<file path="src/rtl/ahb_apb_bridge_param.sv">
// ahb_apb_bridge_param: single-transfer AHB to APB3 bridge with address decode,
// Pready wait states, slave-error and timeout reporting as a two-cycle AHB ERROR.
module ahb_apb_bridge_param #(
    parameter int                ADDR_W        = 32,
    parameter int                DATA_W        = 32,
    parameter int                NUM_SLV       = 3,
    parameter logic [ADDR_W-1:0] SLV_BASE      = 32'h8000_0000,
    parameter int                SLV_SIZE_LOG2 = 24,
    parameter int                TIMEOUT       = 16
) (
    input  logic               clk,
    input  logic               resetn,
    input  logic               Hwrite,
    input  logic               Hreadyin,
    input  logic [1:0]         Htrans,
    input  logic [ADDR_W-1:0]  Haddr,
    input  logic [DATA_W-1:0]  Hwdata,
    output logic [DATA_W-1:0]  Hrdata,
    output logic [1:0]         Hresp,
    output logic               Hreadyout,
    output logic [NUM_SLV-1:0] Pselx,
    output logic               Penable,
    output logic               Pwrite,
    output logic [ADDR_W-1:0]  Paddr,
    output logic [DATA_W-1:0]  Pwdata,
    input  logic [DATA_W-1:0]  Prdata,
    input  logic               Pready,
    input  logic               Pslverr
);
    localparam int IDX_W = NUM_SLV > 1 ? $clog2(NUM_SLV) : 1;
    localparam int CNT_W = $clog2(TIMEOUT);
    localparam logic [2:0] S_IDLE   = 3'd0;
    localparam logic [2:0] S_DATA   = 3'd1;
    localparam logic [2:0] S_SETUP  = 3'd2;
    localparam logic [2:0] S_ACCESS = 3'd3;
    localparam logic [2:0] S_ERR1   = 3'd4;
    localparam logic [2:0] S_ERR2   = 3'd5;

    logic [2:0]        r_state;
    logic [ADDR_W-1:0] r_addr;
    logic              r_write;
    logic              r_valid;
    logic [IDX_W-1:0]  r_idx;
    logic [CNT_W-1:0]  r_cnt;
    logic [ADDR_W-1:0] w_off;
    logic [ADDR_W-1:0] w_idx;
    logic              w_valid;
    logic              w_start;
    logic [NUM_SLV-1:0] w_sel;
    logic              w_unused;

    // An address below the base must not wrap into a large in-range offset.
    assign w_off    = Haddr - SLV_BASE;
    assign w_idx    = w_off >> SLV_SIZE_LOG2;
    assign w_valid  = (Haddr >= SLV_BASE) && (w_idx < ADDR_W'(NUM_SLV));
    assign w_start  = Hreadyin & Htrans[1];
    assign w_sel    = NUM_SLV'(1) << r_idx;
    assign w_unused = Htrans[0];

    always_ff @(posedge clk or negedge resetn) begin
        if (!resetn) begin
            r_state   <= S_IDLE;
            r_addr    <= '0;
            r_write   <= 1'b0;
            r_valid   <= 1'b0;
            r_idx     <= '0;
            r_cnt     <= '0;
            Hrdata    <= '0;
            Hresp     <= 2'b00;
            Hreadyout <= 1'b1;
            Pselx     <= '0;
            Penable   <= 1'b0;
            Pwrite    <= 1'b0;
            Paddr     <= '0;
            Pwdata    <= '0;
        end else begin
            case (r_state)
                S_IDLE: if (w_start) begin
                    r_addr    <= Haddr;
                    r_write   <= Hwrite;
                    r_idx     <= w_idx[IDX_W-1:0];
                    r_valid   <= w_valid;
                    Hreadyout <= 1'b0;
                    r_state   <= S_DATA;
                end
                S_DATA: begin
                    if (r_write) Pwdata <= Hwdata;
                    if (r_valid) begin
                        Pselx   <= w_sel;
                        Paddr   <= r_addr;
                        Pwrite  <= r_write;
                        r_state <= S_SETUP;
                    end else begin
                        Hresp   <= 2'b01;
                        r_state <= S_ERR1;
                    end
                end
                S_SETUP: begin
                    Penable <= 1'b1;
                    r_cnt   <= '0;
                    r_state <= S_ACCESS;
                end
                S_ACCESS: if (Pready) begin
                    Pselx   <= '0;
                    Penable <= 1'b0;
                    if (Pslverr) begin
                        Hresp   <= 2'b01;
                        r_state <= S_ERR1;
                    end else begin
                        Hreadyout <= 1'b1;
                        Hresp     <= 2'b00;
                        if (!Pwrite) Hrdata <= Prdata;
                        r_state   <= S_IDLE;
                    end
                end else if (r_cnt == CNT_W'(TIMEOUT - 1)) begin
                    Pselx   <= '0;
                    Penable <= 1'b0;
                    Hresp   <= 2'b01;
                    r_state <= S_ERR1;
                end else begin
                    r_cnt <= r_cnt + 1'b1;
                end
                S_ERR1: begin
                    Hreadyout <= 1'b1;
                    r_state   <= S_ERR2;
                end
                S_ERR2: begin
                    Hresp   <= 2'b00;
                    r_state <= S_IDLE;
                end
                default: r_state <= S_IDLE;
            endcase
        end
    end
endmodule
</file>
<file path="config.mk">
export PLATFORM = sky130hd
export DESIGN_NAME = ahb_apb_bridge_param
export DESIGN_NICKNAME = d
export VERILOG_FILES = /design/src/rtl/ahb_apb_bridge_param.sv
export SDC_FILE = /design/constraint.sdc
export NUM_CORES = 1
export LEC_CHECK = 0
export BUFFER_PORTS_ARGS = -buffer_cell sky130_fd_sc_hd__buf_2
export CAP_MARGIN = 20
export CORE_UTILIZATION = 25
export CTS_CLUSTER_DIAMETER = 100
export DETAILED_ROUTE_END_ITERATION = 16
export PLACE_DENSITY_LB_ADDON = 0.1
export RECOVER_POWER = 100
export SYNTH_ARGS = -nofsm -noshare
export SYNTH_HDL_FRONTEND = slang
export SYNTH_SLANG_ARGS = --single-unit
</file>
<file path="constraint.sdc">
create_clock -name clk -period 3.5 [get_ports clk]
set_input_delay 0.525 -clock clk [delete_from_list [all_inputs] [get_ports clk]]
set_output_delay 0.525 -clock clk [all_outputs]
set_load 0.005 [all_outputs]
</file>
== Word level (Yosys, flattened, before mapping) ==
Cells that the tools add are included.
Storage, ports and cells
  register bits: 147
  output and inout port bits: 104
  logic and storage cells: 77
Cells by class
  reductions and logical operators: 16
  shifts and indexed selects: 1
  $lt $le $gt $ge: 2
  equality and inequality tests: 14
  add/sub/neg operators: 2
  multiplexer cells: 25
  bitwise operators: 3
Operators by type and width (number)
  $ge 32x32->1 const B: 1
  $sub 32x32->32 const B: 1
  $mux 3: 8
  $pmux 3 s5: 1
  $ne 2x2->1 const B: 7
  $reduce_and 2->1: 5
  $reduce_and 3->1: 3
  $lt 8x2->1 const B: 1
  $mux 4: 2
  $pmux 4 s2: 1
  $reduce_and 4->1: 2
  $eq 3x2->1 const B: 2
  $eq 3x3->1 const B: 2
  $mux 1: 6
  $mux 2: 3
  $pmux 2 s3: 1
  $pmux 3 s2: 1
  $reduce_bool 3->1: 2
  $add 4x1->4 const B: 1
  $eq 4x4->1 const B: 1
  $reduce_bool 2->1: 2
  $eq 3x1->1 const B: 1
  $logic_not 3->1: 1
  $ne 3x3->1 const B: 1
  6 further kinds: 7

== Depth between registers and ports, before layout ==
Gate-level depths: netlist (run 1).
  depth after elaboration: 4
  depth in mapped cells: 6

== Worst setup path after synthesis (run 1) ==
No wires, ideal clock.
  kind: in2reg
  from: in Pslverr
  to: reg Hrdata[0]
  required time: 3375 ps
  stages on the path: 5
  buffers on the path: 2
  setup slack: 1647 ps
  data arrival time: 1728 ps
  path through: nand2b_1 -> or4b_4 -> buf_6 -> buf_12 -> mux2_4
On the way
  word-level cells in the longest chain between the ends: 2
RTL lines
  from (decl): line 28  | input logic Pslverr
  $not 1->1 (no line)
  $reduce_and 4->1 (no line)
  to (signal assigned): line 112  | if (!Pwrite) Hrdata <= Prdata;
  to (decl): line 18  | output logic [DATA_W-1:0] Hrdata,
No other way between the ends.
A chain may end at the register's enable or synchronous reset.

== Worst setup path in the final report (run 1) ==
  from: reg r_state[0]
  to: reg Paddr[29]
On the way
  word-level cells in the longest chain between the ends: 2
RTL lines
  from (decl): line 39  | logic [2:0] r_state;
  from (signal assigned): line 62  | r_state <= S_IDLE;
  from (signal assigned): line 84  | r_state <= S_DATA;
  from (signal assigned): line 92  | r_state <= S_SETUP;
  $eq 3x1->1: line 77  | case (r_state)
  $reduce_and 2->1 (no line)
  to (signal assigned): line 90  | Paddr <= r_addr;
  to (decl): line 24  | output logic [ADDR_W-1:0] Paddr,
No other way between the ends.

==> impl_metrics.yaml, run 1 <==
status:
  outcome: "complete, but fails checks"
  violations: "max-capacitance violations, max-slew violations"
placement:
  hpwlAfterDp_um: 9039
  globalplace.congestion: 0.6950
  portBuffers: 205
  place_ws_ns: 1.186
clock_tree:
  clk_pin_slew_worst_paths_ns: 0.06
  numClockSinks: 144
  clockBufferDepth: 2
  cts_tree: "built"
  htreeDepth: 4
  post_cts_resize_count: 0
  clock-root-buffer: "clkbuf_16"
  cts_hold_buf: 0
  clkLatencyLatePin_ns: 0.42
  cts_setup_buffers: 0
  cts_buffers: 17
sta:
  hold-worst-slack_ns: 0.3143
  fin_crit_sh: 0.7666
  rsz0062_at_grt: "false"
  maxSlewViolCount: 68
  period_needed_ns: 2.683
  clock_skew_ns: 0.01209
  timing.slew.headroom: -0.2013
  hold_viol: 0
  layout_setup_ws_ns: 0.8170
  worstMarginPinSlew_ns: 1.802
  setup_viol: 0
  fin_tns_setup_ns: 0
  fmax_mhz: 372.7
setup_path:
  arrival_ns: 2.98
  r2r_start: "r_state[0]"
  critPathRequiredTime_ns: 3.79
  critPathMaxStageDelay_ns: 0.85
  timing.setup.critical_path_class: "flop to flop"
  start_kind: "flop"
  cp_top_family: "buffers and inverters"
  startpoint: "r_state[0]"
  critPathMaxFanout: 21
  crit_buf_inv: 1
  path_cells: "nor2b_1 > and2_2 > clkbuf_1 > mux2_2"
  cp-end-kind: "flop"
  critical_path.slowest_cell: "clkbuf_1"
yosys:
  synth_largest_area_cell: "dfrtp_1"
  synth-seq-cells: 144
  ys_seq_area_frac: 0.6231
  syn_area_sq_mm: 0.005786
  synth_edf_count: 0
  synth_flop_cell: "dfrtp_1"
  yosys-top-cells-area: "dfrtp_1 62%, mux2_2 20%, mux2_4 7.8%"
  postSynth.asyncResetShare: 1.000
  synth_top_area_frac: 0.6185
  synthCells: 359
  yosysWarningCount: 0
  yosysUniqueCellTypes: 43
  avgSynthCellArea_sq_um: 16.12
  syn_nets: 464
die:
  die_w_um: 154.1
  initial_utilization: 0.2555
  io_pins: 208
  die_h_um: 154.1
  num_rows: 55
  core_area_sq_mm: 0.02264
  die-area_sq_mm: 0.02375
detailed_routing:
  routed.top_layer: "met5"
  ant_nets: 0
  wl_met1_um: 5753
  route.met2.wl_um: 5961
  wl_met3_um: 1327
  first_pass_iters: 4
  drt-initial-drc-count: 112
  wl_per_cell_um: 15.30
  vias: 3761
  routed_wl_um: 13250
  via_per_inst: 4.343
  remaining_drc_errors: 0
final_layout:
  finalNetCount: 674
  fin_util: 0.3287
  diodes: 0
  areaGrowthSynthToFinish_pct: 28.63
  seq_area_sq_mm: 0.003605
  multi_input_area_sq_mm: 0.001876
  drive_gt1_frac: 0.4854
  nFillCells: 2305
job:
  cap_viol_max_count: 1
hold_path:
  hold_start: "Prdata[8]"
  hp-class: "input port to flop"
pwr:
  p_leak_nw: 3.623
  powerDensity_mw_per_mm2: 753.1
  ir_drop_v: 0.0002518
global_route:
  grt_max_degree: 69
  grt_pass1_vias: 3983
  grt_first_pass_wirelength_um: 20930
  grtUsageTotal: 0.1156
  grt_antenna_before_repair: 1
  gr-total-overflow: 0
[sequential cells by signal, indices dropped and copies added, names as in the netlist]
register and flops:
Paddr 32, r_addr 32, r_write 1, Pwdata 32, r_state 3, Pselx 3
Hreadyout 1, Pwrite 1, Hrdata 32, r_cnt 4, Hresp 1, r_valid 1
Penable 1
[power breakdown]
group	switching (mW)	leakage, nW	internal, mW
clock network	0.721	0.290	1.14
registers	0.291	1.84	2.21
logic	0.524	1.49	0.720
[cell usage after synthesis, drive strengths merged (2+ instances only)]
cell type	number
dfrtp	143
mux2	131
a211oi	2
nand3	6
nand2b	4
nor2	2
inv	4
a21oi	3
a32o	3
nand2	7
nor2b	3
or4b	2
buf	17
o21ai	5
o211ai	2
clkbuf	2
a31oi	3
[cell families (layout without fill, tap and decap cells)]
group / count (synthesis) / in the layout / synth area share
mux: 131 / 131 / 0.2744
fa+ha+maj: 1 / 1 / 0.002162
other cells: 1 / 1 / 0.0006482
simple gates: 32 / 32 / 0.03547
flops: 144 / 144 / 0.6231
buf+inv: 23 / 245 / 0.03028
compound gates: 27 / 27 / 0.03395
[stage by stage]
| stage | total power [mW] | std cells | area [sq um] |
|---|---|---|---|
| 2_1_floorplan | 3.279 | 359 | 5786 |
| 3_3_place_gp | 3.857 | 835 | 7081 |
| 3_5_place_dp | 3.900 | 835 | 7081 |
| 4_1_cts | 5.810 | 866 | 7682 |
| 5_1_grt | 5.971 | 866 | 7442 |
| 6_report | 5.605 | 866 | 7442 |
[layer usage]
layer | up-vias | track usage
met2 | 161 | 0.1835
met1 | 1876 | 0.1359
met4 | 2 | 0.04714
met3 | 17 | 0.05158
li1 | 1705 | -
met5 | - | 0
[cells in the final DEF (no fill, tap or decap), drive strengths merged, types with 2 or more instances in the layout]
master,synthesis,layout
a211oi,2,2
a21oi,3,3
a31oi,3,3
a32o,3,3
buf,17,144
bufinv,0,3
clkbuf,2,85
clkinv,0,5
clkinvlp,0,2
dfrtp,143,143
inv,4,6
mux2,131,131
nand2,7,7
nand2b,4,4
nand3,6,6
nor2,2,2
nor2b,3,3
o211ai,2,2
o21ai,5,5
or4b,2,2
[worst paths after layout]
path | to | slack, ns | cells past startpoint
setup / recovery | Paddr[29] | 0.82 | 4
hold / removal | Hrdata[8] | 0.31 | 2
setup reg to reg | Paddr[29] | 0.82 | 4
hold reg to reg | Hrdata[13] | 0.49 | 1
max in group asynchronous | Hrdata[19] | 1.71 | 2
min in group asynchronous | Pwdata[18] | 0.58 | 1
[cell type report]
cell class	count	area share
inverter	4	0.002017
clock buffer	19	0.05952
tap	285	0.04792
timing repair buffer	210	0.1328
clock inverter	12	0.02135
multi-input combinational	192	0.2520
sequential	144	0.4844
(Power assumes the default switching activity.)
==> run 2, diff against run 1 <==
==> constraint.sdc (replaced) <==
create_clock -name clk -period 2.5 [get_ports clk]
set_input_delay 0.375 -clock clk [delete_from_list [all_inputs] [get_ports clk]]
set_output_delay 0.375 -clock clk [all_outputs]
set_load 0.005 [all_outputs]
==> impl_metrics.yaml, run 2 (synthesis results as in run 1) <==
status:
  outcome: "finished, final reports clean"
pwr:
  p_leak_nw: 3.627
  p_sw_mw: 2.208
  total_power_mw: 7.672
  powerDensity_mw_per_mm2: 1029
  ir_drop_v: 0.0003705
  intPower_mw: 5.463
  pwr-share-clk: 0.312
  seq_power_share: 0.458
  combPwrFrac: 0.231
  sw_frac_of_total: 0.2878
sta:
  timing.slew.headroom: 0.3061
  hold_viol: 0
  fin_tns_setup_ns: 0
  clock_skew_ns: 0.009842
  worstMarginPinSlew_ns: 1.041
  maxSlewViolCount: 0
  fin_crit_sh: 0.8822
  setup_viol: 0
  rsz0062_at_grt: "false"
  fmax_mhz: 453.4
  layout_setup_ws_ns: 0.2944
  period_needed_ns: 2.206
clock_tree:
  clk_pin_slew_worst_paths_ns: 0.07
  cts_setup_buffers: 0
  clkLatencyLatePin_ns: 0.41
  cts_buffers: 17
  htreeDepth: 4
  numClockSinks: 144
  clockBufferDepth: 2
  clock-root-buffer: "clkbuf_16"
  cts_tree: "built"
detailed_routing:
  via_per_inst: 4.256
  drt-initial-drc-count: 98
  first_pass_iters: 4
  wl_per_cell_um: 15.39
  routed_wl_um: 13410
  vias: 3707
  ant_nets: 0
  remaining_drc_errors: 0
setup_path:
  timing.setup.critical_path_class: "flop to flop"
  r2r_slack_ns: 0.29
  critPathMaxFanout: 34
  startpoint: "r_state[0]"
  cp-end-kind: "flop"
  arrival_ns: 2.50
  critPathRequiredTime_ns: 2.80
  critPathCapture: "r_addr[0]"
  r2r-end: "r_addr[0]"
  reg2reg_depth: 3
  start_kind: "flop"
  r2r_start: "r_state[0]"
placement:
  globalplace.congestion: 0.7558
  postPlaceCellArea_sq_mm: 0.007128
  place_ws_ns: 0.3447
  hpwlAfterDp_um: 9497
  portBuffers: 205
  dp.cells: 838
job:
  cap_viol_max_count: 0
final_layout:
  final_cell_mix: "143 x dfrtp_1, 141 x buf_2, 101 x mux2_2"
  areaGrowthSynthToFinish_pct: 28.87
  stdcell_count: 871
  drive_gt1_frac: 0.4898
  diodes: 0
  final_area_sq_mm: 0.007456
  finalNetCount: 678
  final_common_cell: "dfrtp_1"
global_route:
  gr-total-overflow: 0
  grtUsageTotal: 0.1192
  grt_antenna_before_repair: 1
  grt_first_pass_wirelength_um: 21830
  grt_pass1_vias: 3972
  grt_max_degree: 41
die:
  core_area_sq_mm: 0.02264
  io_pins: 208
  die_w_um: 154.1
  num_rows: 55
  die_h_um: 154.1
  die-area_sq_mm: 0.02375
  initial_utilization: 0.2555
hold_path:
  hp-class: "input port to flop"
## run 2: what timing repair did
item | in CTS | in global routing
resized for setup | 0 | 0
endpoints found under the hold margin | 36 | 0
hold buffers | 1 | 0
## run 2: worst min-delay path by stage
stage,cells after the start,startpoint,slack (ns),endpoint
2_1_floorplan,0,resetn,0.08,Hrdata[0]
3_3_place_gp,1,resetn,0.32,Pwdata[20]
3_5_place_dp,1,resetn,0.33,Pwdata[14]
4_1_cts,2,Hwdata[12],0.16,Pwdata[12]
5_1_grt,2,Prdata[24],0.14,Hrdata[24]
6_report,2,Prdata[27],0.17,Hrdata[27]
## run 2: worst max-delay path: stages (launching register included)
cell and delay [ns]:
dfrtp_1 0.55, nor4_4 0.30, clkbuf_2 0.78, mux2_2 0.42
## run 2: per-layer routing
layer  vias to the layer above  share of wire  track usage  wire length, um
li1                       1709              -            -                -
met1                      1835           0.43       0.1435             5774
met2                       153           0.46       0.1883             6164
met3                         8           0.10      0.05947             1361
met4                         2         0.0069      0.03048               93
met5                         -        0.00097            0               13
## run 2: power by group through the flow
stage | logic [mW] | registers, mW | clock network, mW
final | 1.77 | 3.51 | 2.39
after floorplan | 1.09 | 3.50 | 0
after global placement | 1.89 | 3.52 | 0
after detailed placement | 1.92 | 3.56 | 0
after global routing | 1.96 | 3.62 | 2.62
after CTS | 1.93 | 3.52 | 2.51
## run 2: stage by stage
stage / hold WS (ns) / utilization
after CTS: 0.1598 / 0.3399
after global routing: 0.1414 / 0.3293
final: 0.1665 / 0.3293
after global placement: 0.3157 / 0.3148
after floorplan: 0.07941 / -
after detailed placement: 0.3267 / 0.3148
## run 2: area by class of cell
cell class	instances	area [sq um]
Sequential cell	144	3605
Clock inverter	12	101.3
Tap cell	285	356.6
Inverter	4	15.01
Clock buffer	20	456.7
Multi-Input combinational cell	192	1909
Fill cell	2327	15180
Timing Repair Buffer	214	1012
==> run 3, diff against run 2 <==
==> constraint.sdc (replaced) <==
create_clock -name clk -period 2.5 [get_ports clk]
set_input_delay 0.5 -clock clk [delete_from_list [all_inputs] [get_ports clk]]
set_output_delay 0.5 -clock clk [all_outputs]
set_load 0.005 [all_outputs]
==> impl_metrics.yaml, run 3 (synthesis results as in run 1) <==
placement:
  portBuffers: 205
  hpwlAfterDp_um: 9495
  globalplace.congestion: 0.7707
  place_ws_ns: 0.3474
final_layout:
  final_cell_mix: "143 x dfrtp_1, 137 x buf_2, 101 x mux2_2"
  diodes: 0
  drive_gt1_frac: 0.4847
  areaGrowthSynthToFinish_pct: 29.58
  final_common_cell: "dfrtp_1"
  finalNetCount: 680
pwr:
  powerDensity_mw_per_mm2: 1040
  p_sw_mw: 2.236
  sw_frac_of_total: 0.2868
  total_power_mw: 7.798
  pwr-share-clk: 0.322
  ir_drop_v: 0.0004095
  p_leak_nw: 3.636
  intPower_mw: 5.561
  seq_power_share: 0.446
  combPwrFrac: 0.232
setup_path:
  critPathCapture: "Pwdata[17]"
  r2r_slack_ns: 0.40
  cp_top_family: "buffers and inverters"
  startpoint: "r_state[2]"
  r2r-end: "Pwdata[17]"
  critPathMaxStageDelay_ns: 0.67
  timing.setup.critical_path_class: "flop to flop"
  r2r_start: "r_state[2]"
  critPathRequiredTime_ns: 2.80
  crit_buf_inv: 1
  arrival_ns: 2.39
  crit_cells: 4
  critical_path.slowest_cell: "clkbuf_2"
  reg2reg_depth: 4
  start_kind: "flop"
  cp-end-kind: "flop"
  path_cells: "nand2b_4 > nor3b_4 > clkbuf_2 > mux2_2"
  critPathMaxFanout: 32
sta:
  maxSlewViolCount: 58
  hold_viol: 0
  fin_crit_sh: 0.8392
  rsz0062_at_grt: "false"
  timing.slew.headroom: -0.04595
  hold-worst-slack_ns: 0.2869
  clock_skew_ns: 0.009871
  fin_tns_setup_ns: 0
  fmax_mhz: 476.6
  setup_viol: 0
  worstMarginPinSlew_ns: 1.569
  layout_setup_ws_ns: 0.4020
  period_needed_ns: 2.098
detailed_routing:
  routed_wl_um: 13290
  remaining_drc_errors: 0
  vias: 3745
  first_pass_iters: 6
  drt-initial-drc-count: 112
  via_per_inst: 4.290
  ant_nets: 0
  wl_per_cell_um: 15.22
die:
  die-area_sq_mm: 0.02375
  initial_utilization: 0.2555
  die_h_um: 154.1
  io_pins: 208
  core_area_sq_mm: 0.02264
  num_rows: 55
  die_w_um: 154.1
clock_tree:
  cts_buffers: 17
  cts_tree: "built"
  clockBufferDepth: 2
  numClockSinks: 144
  clock-root-buffer: "clkbuf_16"
  cts_hold_buf: 0
  htreeDepth: 4
  cts_setup_buffers: 0
  post_cts_resize_count: 0
  clkLatencyLatePin_ns: 0.42
  clk_pin_slew_worst_paths_ns: 0.07
global_route:
  grtUsageTotal: 0.1172
  grt_first_pass_wirelength_um: 21350
  grt_pass1_vias: 3981
  grt_max_degree: 59
  gr-total-overflow: 0
  grt_antenna_before_repair: 1
hold_path:
  hp-class: "input port to flop"
status:
  outcome: "complete, but fails checks"
  violations: "max-capacitance violations, max-slew violations"
job:
  cap_viol_max_count: 1
[run 3: per-stage QoR]
step | util | cells | area (sq um)
final | 0.3311 | 873 | 7497
after global routing | 0.3311 | 873 | 7497
after CTS | 0.3416 | 873 | 7735
after detailed placement | 0.3158 | 841 | 7151
after global placement | 0.3158 | 841 | 7151
after floorplan | - | 359 | 5786
[run 3: layout make-up]
type                       count  area (sq um)
clock buffer                  18         439.2
clock inverter                14         145.1
fill                        2326         15140
inverter                       4         15.01
multi-input combinational    192          1893
sequential                   144          3605
tap                          285         356.6
timing repair buffer         216          1044
[run 3: per-layer routing]
| layer | GRT usage | vias to the layer above | part of all wire |
|---|---|---|---|
| met2 | 0.1816 | 162 | 0.45 |
| met3 | 0.05299 | 11 | 0.10 |
| met1 | 0.1430 | 1847 | 0.44 |
| met5 | 0 | - | 0.00098 |
| li1 | - | 1723 | - |
| met4 | 0.04190 | 2 | 0.010 |
[run 3: worst min-delay path by stage]
stage | startpoint | end | slack [ns] | cells past startpoint
final | Prdata[21] | Hrdata[21] | 0.29 | 2
after global routing | Prdata[14] | Hrdata[14] | 0.27 | 2
after CTS | resetn | Pwdata[18] | 0.07 | 1
after detailed placement | Pselx[0] | Pselx[0] | 0.48 | 1
after global placement | r_addr[5] | Paddr[5] | 0.48 | 1
after floorplan | resetn | Hrdata[0] | 0.20 | 0
[run 3: power by group through the flow]
stage | Clock (mW) | Sequential, mW | Combinational (mW)
CTS | 2.63 | 3.49 | 1.97
global route | 2.73 | 3.60 | 2.00
global placement | 0 | 3.49 | 1.93
floorplan | 0 | 3.50 | 1.09
detailed placement | 0 | 3.53 | 1.96
finish | 2.51 | 3.48 | 1.81
[run 3: worst register-to-register path: stages (launching register included)]
cell	delay [ns]
dfrtp_1	0.47
nand2b_4	0.21
nor3b_4	0.19
clkbuf_2	0.67
mux2_2	0.44
